[config.mk]
export PLATFORM = sky130hd
export DESIGN_NAME = eth_tx_arb
export DESIGN_NICKNAME = d
export VERILOG_FILES = /design/src/rtl/eth_tx_arb.sv
export SDC_FILE = /design/constraint.sdc
export NUM_CORES = 1
export LEC_CHECK = 0
export ABC_CLOCK_PERIOD_IN_PS = 2740
export CORE_ASPECT_RATIO = 0.75
export CORE_UTILIZATION = 40
export CTS_CLUSTER_DIAMETER = 150
export DETAILED_ROUTE_END_ITERATION = 8
export HOLD_SLACK_MARGIN = 0.15
export PLACE_DENSITY = 0.83
export SYNTH_ARGS = -nofsm -noshare
export SYNTH_HDL_FRONTEND = slang
export SYNTH_SLANG_ARGS = --single-unit
[constraint.sdc]
create_clock -name eth_clk -period 2.74 [get_ports eth_clk]
set_clock_uncertainty 0.1 [all_clocks]
set_input_delay 0.685 -clock eth_clk [delete_from_list [all_inputs] [get_ports eth_clk]]
set_output_delay 0.685 -clock eth_clk [all_outputs]
set_load 0.005 [all_outputs]
[src/rtl/eth_tx_arb.sv]
// Frame-atomic 2:1 round-robin arbiter merging two eth_encap streams onto the MAC TX stream.
// Define ETH_TX_ARB_STATS_EN to add per-port frame counters and an errored-frame counter.
module eth_tx_arb #(
  parameter int DATA_WIDTH = 64,
  parameter int KEEP_WIDTH = DATA_WIDTH / 8
) (
  input  logic                  eth_clk,
  input  logic                  sys_rst156,
  input  logic                  s0_tvalid,
  output logic                  s0_tready,
  input  logic [DATA_WIDTH-1:0] s0_tdata,
  input  logic [KEEP_WIDTH-1:0] s0_tkeep,
  input  logic                  s0_tlast,
  input  logic                  s0_tuser,
  input  logic                  s1_tvalid,
  output logic                  s1_tready,
  input  logic [DATA_WIDTH-1:0] s1_tdata,
  input  logic [KEEP_WIDTH-1:0] s1_tkeep,
  input  logic                  s1_tlast,
  input  logic                  s1_tuser,
  output logic                  eth_tx_tvalid,
  input  logic                  eth_tx_tready,
  output logic [DATA_WIDTH-1:0] eth_tx_tdata,
  output logic [KEEP_WIDTH-1:0] eth_tx_tkeep,
  output logic                  eth_tx_tlast,
  output logic                  eth_tx_tuser
`ifdef ETH_TX_ARB_STATS_EN
  ,
  output logic [31:0]           stat_frames0,
  output logic [31:0]           stat_frames1,
  output logic [31:0]           stat_err
`endif
);

  typedef enum logic [1:0] {
    IDLE   = 2'd0,
    GRANT0 = 2'd1,
    GRANT1 = 2'd2
  } state_t;

  state_t                state_r;
  state_t                state_nxt_s;
  logic                  last_grant_r;
  logic                  last_grant_nxt_s;
  logic                  out_ready_s;
  logic                  beat_acc_s;
  logic [DATA_WIDTH-1:0] mux_tdata_s;
  logic [KEEP_WIDTH-1:0] mux_tkeep_s;
  logic                  mux_tlast_s;
  logic                  mux_tuser_s;

  // The output slice can take a beat when empty or draining this cycle.
  assign out_ready_s = !eth_tx_tvalid || eth_tx_tready;
  assign beat_acc_s  = (s0_tvalid && s0_tready) || (s1_tvalid && s1_tready);

  // Next-state, grant release and per-port ready generation.
  always_comb begin
    state_nxt_s      = state_r;
    last_grant_nxt_s = last_grant_r;
    s0_tready        = 1'b0;
    s1_tready        = 1'b0;
    case (state_r)
      IDLE: begin
        if (s0_tvalid && s1_tvalid) begin
          state_nxt_s = last_grant_r ? GRANT0 : GRANT1;
        end else if (s0_tvalid) begin
          state_nxt_s = GRANT0;
        end else if (s1_tvalid) begin
          state_nxt_s = GRANT1;
        end else begin
          state_nxt_s = IDLE;
        end
      end
      GRANT0: begin
        s0_tready = out_ready_s;
        if (s0_tvalid && out_ready_s && s0_tlast) begin
          state_nxt_s      = IDLE;
          last_grant_nxt_s = 1'b0;
        end else begin
          state_nxt_s = GRANT0;
        end
      end
      GRANT1: begin
        s1_tready = out_ready_s;
        if (s1_tvalid && out_ready_s && s1_tlast) begin
          state_nxt_s      = IDLE;
          last_grant_nxt_s = 1'b1;
        end else begin
          state_nxt_s = GRANT1;
        end
      end
      default: begin
        state_nxt_s = IDLE;
      end
    endcase
  end

  // Source mux for the beat being loaded into the output slice.
  always_comb begin
    mux_tdata_s = s0_tdata;
    mux_tkeep_s = s0_tkeep;
    mux_tlast_s = s0_tlast;
    mux_tuser_s = s0_tuser;
    if (state_r == GRANT1) begin
      mux_tdata_s = s1_tdata;
      mux_tkeep_s = s1_tkeep;
      mux_tlast_s = s1_tlast;
      mux_tuser_s = s1_tuser;
    end else begin
      mux_tdata_s = s0_tdata;
      mux_tkeep_s = s0_tkeep;
      mux_tlast_s = s0_tlast;
      mux_tuser_s = s0_tuser;
    end
  end

  // Arbitration state register; last_grant resets to 1 so port 0 wins the first tie.
  always_ff @(posedge eth_clk) begin
    if (sys_rst156) begin
      state_r      <= IDLE;
      last_grant_r <= 1'b1;
    end else begin
      state_r      <= state_nxt_s;
      last_grant_r <= last_grant_nxt_s;
    end
  end

  // Registered output slice: load on accept, clear valid once the MAC drains it.
  always_ff @(posedge eth_clk) begin
    if (sys_rst156) begin
      eth_tx_tvalid <= 1'b0;
      eth_tx_tdata  <= '0;
      eth_tx_tkeep  <= '0;
      eth_tx_tlast  <= 1'b0;
      eth_tx_tuser  <= 1'b0;
    end else if (beat_acc_s) begin
      eth_tx_tvalid <= 1'b1;
      eth_tx_tdata  <= mux_tdata_s;
      eth_tx_tkeep  <= mux_tkeep_s;
      eth_tx_tlast  <= mux_tlast_s;
      eth_tx_tuser  <= mux_tuser_s;
    end else if (eth_tx_tready) begin
      eth_tx_tvalid <= 1'b0;
    end
  end

`ifdef ETH_TX_ARB_STATS_EN
  logic [31:0] frames0_r;
  logic [31:0] frames1_r;
  logic [31:0] err_r;

  assign stat_frames0 = frames0_r;
  assign stat_frames1 = frames1_r;
  assign stat_err     = err_r;

  // Frame and errored-frame counters, wrapping naturally at 32 bits.
  always_ff @(posedge eth_clk) begin
    if (sys_rst156) begin
      frames0_r <= 32'd0;
      frames1_r <= 32'd0;
      err_r     <= 32'd0;
    end else begin
      if (s0_tvalid && s0_tready && s0_tlast) begin
        frames0_r <= frames0_r + 32'd1;
      end
      if (s1_tvalid && s1_tready && s1_tlast) begin
        frames1_r <= frames1_r + 32'd1;
      end
      if (beat_acc_s && mux_tlast_s && mux_tuser_s) begin
        err_r <= err_r + 32'd1;
      end
    end
  end
`endif

endmodule

==> key figures <==
Worst setup path
  – CP required: 1.96 ns
  – Peak per-stage delay on the critical path: 0.50 ns
  – Slowest cell on the critical path: clkdlybuf4s50_1
  – WS Path Type: in2out
  – Crit path cell chain: clkdlybuf4s50_1, nand2b_1, and2_1, clkdlybuf4s50_1
  – Crit path capture type: primary output
  – Reg2reg start: state_r[1]
  – Reg2reg end: eth_tx_tdata[23]
  – Crit-path max FO: 2
  – R2R cell count: 4
  – CP dominant cell by count: clkdlybuf4s50_1
  – Critical path data arrival time: roughly 1.9 ns
  – Crit start category: input pin
  – R2r setup slk: 0.81 ns

Detailed routing
  – Vias: 3448
  – Post-Route WL: 10400 µm
  – Initial detailed-routing violation count: 80
  – Routed len/inst: around 15 µm
  – # DRC: 0
  – Routed Antenna Nets: 0
  – Drt via density: 5.06
  – Drt first pass iters: 4

Clock network
  – CTS sink cnt: 78
  – Clock slew at reported path FFs: 0.06 ns
  – Root Driver: clkbuf_16
  – Total CTS buffers: 9
  – H-tree levels: 3
  – Resize count post-CTS: 0
  – CTS max path bufs: 2
  – Post-CTS Setup Repair Bufs: 0
  – TritonCTS clock tree: built
  – Hold-fix buffers at CTS: 0
  – Clock insertion delay at the later pin of the skew report: 0.32 ns

STA
  – Setup-failing EPs final: 0
  – Relative slew slack: 0.316
  – Clock period minus worst slack: approximately 2.7 ns
  – Tcrit/Tclk final: 0.985
  – Worst-margin pin slew: 1.03 ns
  – Max frequency: 371 MHz
  – Setup TNS: 0 ns
  – RSZ-0062 raised after global routing: false
  – Max Slew Vio Count: 0
  – Hold Vio Cnt, Final: 0
  – Post-route setup slack: 0.0409 ns

Finish
  – Final #Nets: 721
  – Area Overhead vs Synth: 71.0%
  – Share of cells above drive strength 1: 0.108
  – Ant diodes: 0

Logic synthesis
  – EDFF count, synth: 0
  – Synth cell types: 26
  – Post-Syn Area per Cell: just over 10 µm²
  – Net Count, Synth: 510
  – Number of synthesized register bits: 78
  – Synth top area share: 0.425
  – Asr flop ratio synth: 0
  – Biggest area consumer among synthesized cells: dfxtp_1
  – Primary FF master, synth: dfxtp_1
  – Post-Syn Instances: 357
  – Top cells by area, synth: dfxtp_1 (42%), mux2i_1 (20%), a211oi_2 (13%)
  – Seq/Total Area, Yosys: 0.425
  – Synthesis Warnings: 0
  – Synthesized cell area: 3680 µm²

Placement
  – Input/output buffers: 229
  – Global placer's final weighted congestion: 0.753
  – Final HPWL DP: 7750 µm
  – Worst setup slack after placement: 0.0466 ns

Worst hold path
  – Hold path depth: 2
  – Worst min-delay path startpoint: eth_tx_tdata[54]
  – Hold Crit Endpoint: eth_tx_tdata[54]
  – Worst min-delay path category: reg2reg

Floorplanning
  – Die width: between 100 and 150 µm
  – CORE AREA: 8670 µm²
  – Initial Util: 0.424
  – Die H: ~85 µm
  – Die footprint: ~9600 µm²
  – FP Rows: 29
  – # IOs: 230

Global route
  – Vias in the first global route: 3411
  – Global-route wire length before repair: 16200 µm
  – Largest net degree at the start of global routing: 79
  – Initial antenna violation count: 0
  – Total grt overflow: 0
  – All-Layer GR Usage: 0.214

Power and ir drop
  – LEAKAGE: 2.08 nW
  – Tot Pwr: 3.41 mW
  – Peak supply drop: 0.000326 V
  – Pwr/cell area: about 540 nW/µm²

Run status
  – Status: complete, no violations

Run
  – Max_cap viols: 0
[state kept, by name, indices dropped and copies added, names as in the netlist]
name / cells
eth_tx_tuser: 1
state_r: 2
eth_tx_tdata: 64
eth_tx_tkeep: 8
eth_tx_tlast: 1
last_grant_r: 1
eth_tx_tvalid: 1
[cell usage in the layout (no fill, tap or decap), types with 3 or more instances in the layout]
cell type and instances:
nor2_1 74, dfxtp_1 78, a211oi_2 38, clkdlybuf4s50_1 228, clkinvlp_4 3, a211oi_1 38, mux2i_1 74, buf_4 3
clkbuf_16 9, nand3_1 3, buf_12 3
[worst max-delay path by stage]
stage                  startpoint          to  slack, ns
finish              eth_tx_tready   s1_tready       0.04
global route        eth_tx_tready   s1_tready       0.01
CTS                 eth_tx_tready   s1_tready       0.04
detailed placement  eth_tx_tready   s1_tready       0.05
global placement    eth_tx_tready   s1_tready       0.08
floorplan              sys_rst156  state_r[1]       0.86
[critical path: cells and delay by family]
kind | cells | cell delay (ns)
buffers and inverters | 2 | 0.97
AND/OR/NAND/NOR | 2 | 0.26
[metal layers]
layer | up-vias | track usage | routed length [µm]
met5 | - | 0 | 0
met4 | 0 | 0.0545 | 124
met3 | 9 | 0.0850 | 1070
met2 | 145 | 0.404 | 5240
met1 | 1569 | 0.220 | 3990
li1 | 1725 | - | -
[per-stage QoR]
| stage | instance area, µm² | hold WS [ns] | utilization | cells |
|---|---|---|---|---|
| 2_1_floorplan | 3680 | 0.378 | - | 357 |
| 3_3_place_gp | 5980 | 0.386 | 0.689 | 665 |
| 4_1_cts | 6290 | 0.398 | 0.725 | 681 |
| 6_report | 6290 | 0.399 | 0.725 | 681 |
| 5_1_grt | 6290 | 0.419 | 0.725 | 681 |
| 3_5_place_dp | 5980 | 0.390 | 0.689 | 665 |
[cell type report]
cell class | count | area, µm²
fill | 672 | 2390
sequential | 78 | 1560
inverter | 2 | 7.51
tap | 108 | 135
multi-input combinational | 243 | 1910
clock buffer | 11 | 253
timing repair buffer | 234 | 2360
clock inverter | 5 | 57.6
[logic make-up (layout without fill, tap and decap cells)]
family / Yosys count / count (layout) / share of synthesized area
AND/OR/NAND/NOR: 87 / 87 / 0.0960
AO/OA/AOI/OAI: 82 / 82 / 0.217
flip-flops: 78 / 78 / 0.425
multiplexers: 74 / 74 / 0.201
buffers and inverters: 36 / 252 / 0.0606
[synthesized netlist by cell type (2+ instances only)]
| cell | instances |
|---|---|
| a211oi_1 | 38 |
| a211oi_2 | 38 |
| a21oi_1 | 2 |
| buf_2 | 10 |
| buf_4 | 8 |
| buf_6 | 4 |
| clkbuf_1 | 9 |
| dfxtp_1 | 78 |
| inv_1 | 2 |
| mux2i_1 | 74 |
| nand3_1 | 3 |
| nand3b_1 | 2 |
| nor2_1 | 74 |
| nor2b_1 | 2 |
| nor3_1 | 2 |
[where the power goes]
| part | internal [mW] | leakage (nW) | switching [mW] | total [mW] |
|---|---|---|---|---|
| registers | 1.25 | 0.639 | 0.0608 | 1.31 |
| clock network | 0.753 | 0.144 | 0.454 | 1.21 |
| logic | 0.543 | 1.29 | 0.349 | 0.892 |
No activity file was read; power rests on OpenSTA's default activity.
==> RTL change (same settings) <==
Change the parameter `DATA_WIDTH` from 64 to 32.
--- a/src/rtl/eth_tx_arb.sv
+++ b/src/rtl/eth_tx_arb.sv
@@ -2,5 +2,5 @@
 // Define ETH_TX_ARB_STATS_EN to add per-port frame counters and an errored-frame counter.
 module eth_tx_arb #(
-  parameter int DATA_WIDTH = 64,
+  parameter int DATA_WIDTH = 32,
   parameter int KEEP_WIDTH = DATA_WIDTH / 8
 ) (
Interface: changed (6 resized); port bits go from 230 to 122. The function was not compared with the original's and may differ.
==> RTL change against the original RTL <==
  * Sequential share of layout area down 0.23 points
  * Final area down 46%
  * Wire length down 53%
  * Sequential cell count down 36
  * Worst setup slack worse by 0.011 ns
  * Synthesized area down 43%
  * Total power down 53%
  * Combinational power down 45%
  * Synthesized cell count down 45%
  * Worst hold slack better by 0.0056 ns
  * Largest cell class unchanged
==> RTL change: results <==
group,metric,value,unit
finish,layout.cells.non_filler,376,
place,gp_congestion,0.853,
cts,clock_latency,0.28,ns
grt,grt_max_degree,51,
place,place_worst_setup_slack,-0.0434,ns
place,hpwlAfterDp,3700,um
pwr,internal_power,1.17,mW
cts,clock-root-buffer,"clkbuf_8",
grt,grt.total_usage,17.9,%
place,port_buffers,121,
finish,layout.nets,396,
logic_synthesis,synth_mux_area_share,18.3,%
finish,drive_gt1_share,18.0,%
finish,fill_cells,421,
logic_synthesis,synth_compound_area_share,23.0,%
cts,htree_levels,2,
route,wl_met2,2240,um
route,wl_met3,450,um
place,placed_area,3300,sq um
route,drt-initial-drc-count,15,
pwr,combPwrFrac,30.9,%
setup_path,rr_endpoint,"eth_tx_tdata[19]",
logic_synthesis,synth.yosys.seq_area_share,40.4,%
pwr,total_leakage_power,1.13,nW
cts,cts_made_buffers,5,
logic_synthesis,netlist_top_cells_area,"dfxtp_1, mux2i_1, a211oi_2",
outcome,status,"finished, final reports clean",
[RTL change: cell count changes after synthesis, moves of 10 or more]
cell and delta:
a211oi_1 -26, a211oi_2 -10, dfxtp_1 -36, mux2i_1 -36
nor2_1 -46, nor2_2 +10
[RTL change: cell type report]
cell class / instances / area (sq um) / share of cell area [%]
Tap cell: 60 / 75.1 / 2.20
Timing Repair Buffer: 129 / 1280 / 37.4
Inverter: 2 / 7.51 / 0.220
Sequential cell: 42 / 841 / 24.6
Multi-Input combinational cell: 135 / 1120 / 32.9
Clock inverter: 1 / 5.00 / 0.146
Clock buffer: 7 / 86.3 / 2.53
[RTL change: what timing repair did]
item	4_1_cts	5_1_grt
pin swaps	0	0
resized for setup	1	0
cloned	0	0
buffers inserted	0	2
endpoints found under the setup margin	1	1
endpoints found under the hold margin	0	0
[RTL change: cells by family (layout without fill, tap and decap cells)]
family / after synthesis / in the layout
simple gates: 51 / 51
buf+inv: 20 / 139
mux: 38 / 38
flops: 42 / 42
compound gates: 46 / 46
[RTL change: worst min path at each step]
stage	from	cells past startpoint	slack, ns	end
CTS	eth_tx_tdata[4]	2	0.40	eth_tx_tdata[4]
global placement	eth_tx_tdata[5]	2	0.39	eth_tx_tdata[5]
finish	eth_tx_tdata[4]	2	0.40	eth_tx_tdata[4]
global route	eth_tx_tdata[1]	2	0.43	eth_tx_tdata[1]
floorplan	state_r[0]	1	0.38	state_r[1]
detailed placement	eth_tx_tdata[4]	2	0.39	eth_tx_tdata[4]
[RTL change: worst max-delay path, stage by stage]
cell and delay [ns]:
clkdlybuf4s50_1 0.48, nand2b_4 0.14, and2_1 0.12, clkdlybuf4s50_1 0.50
[RTL change: routing by layer]
metal	vias up	global-route usage [%]
met5	-	0
met3	0	7.52
met2	67	31.4
met4	0	2.50
met1	856	21.1
li1	947	-
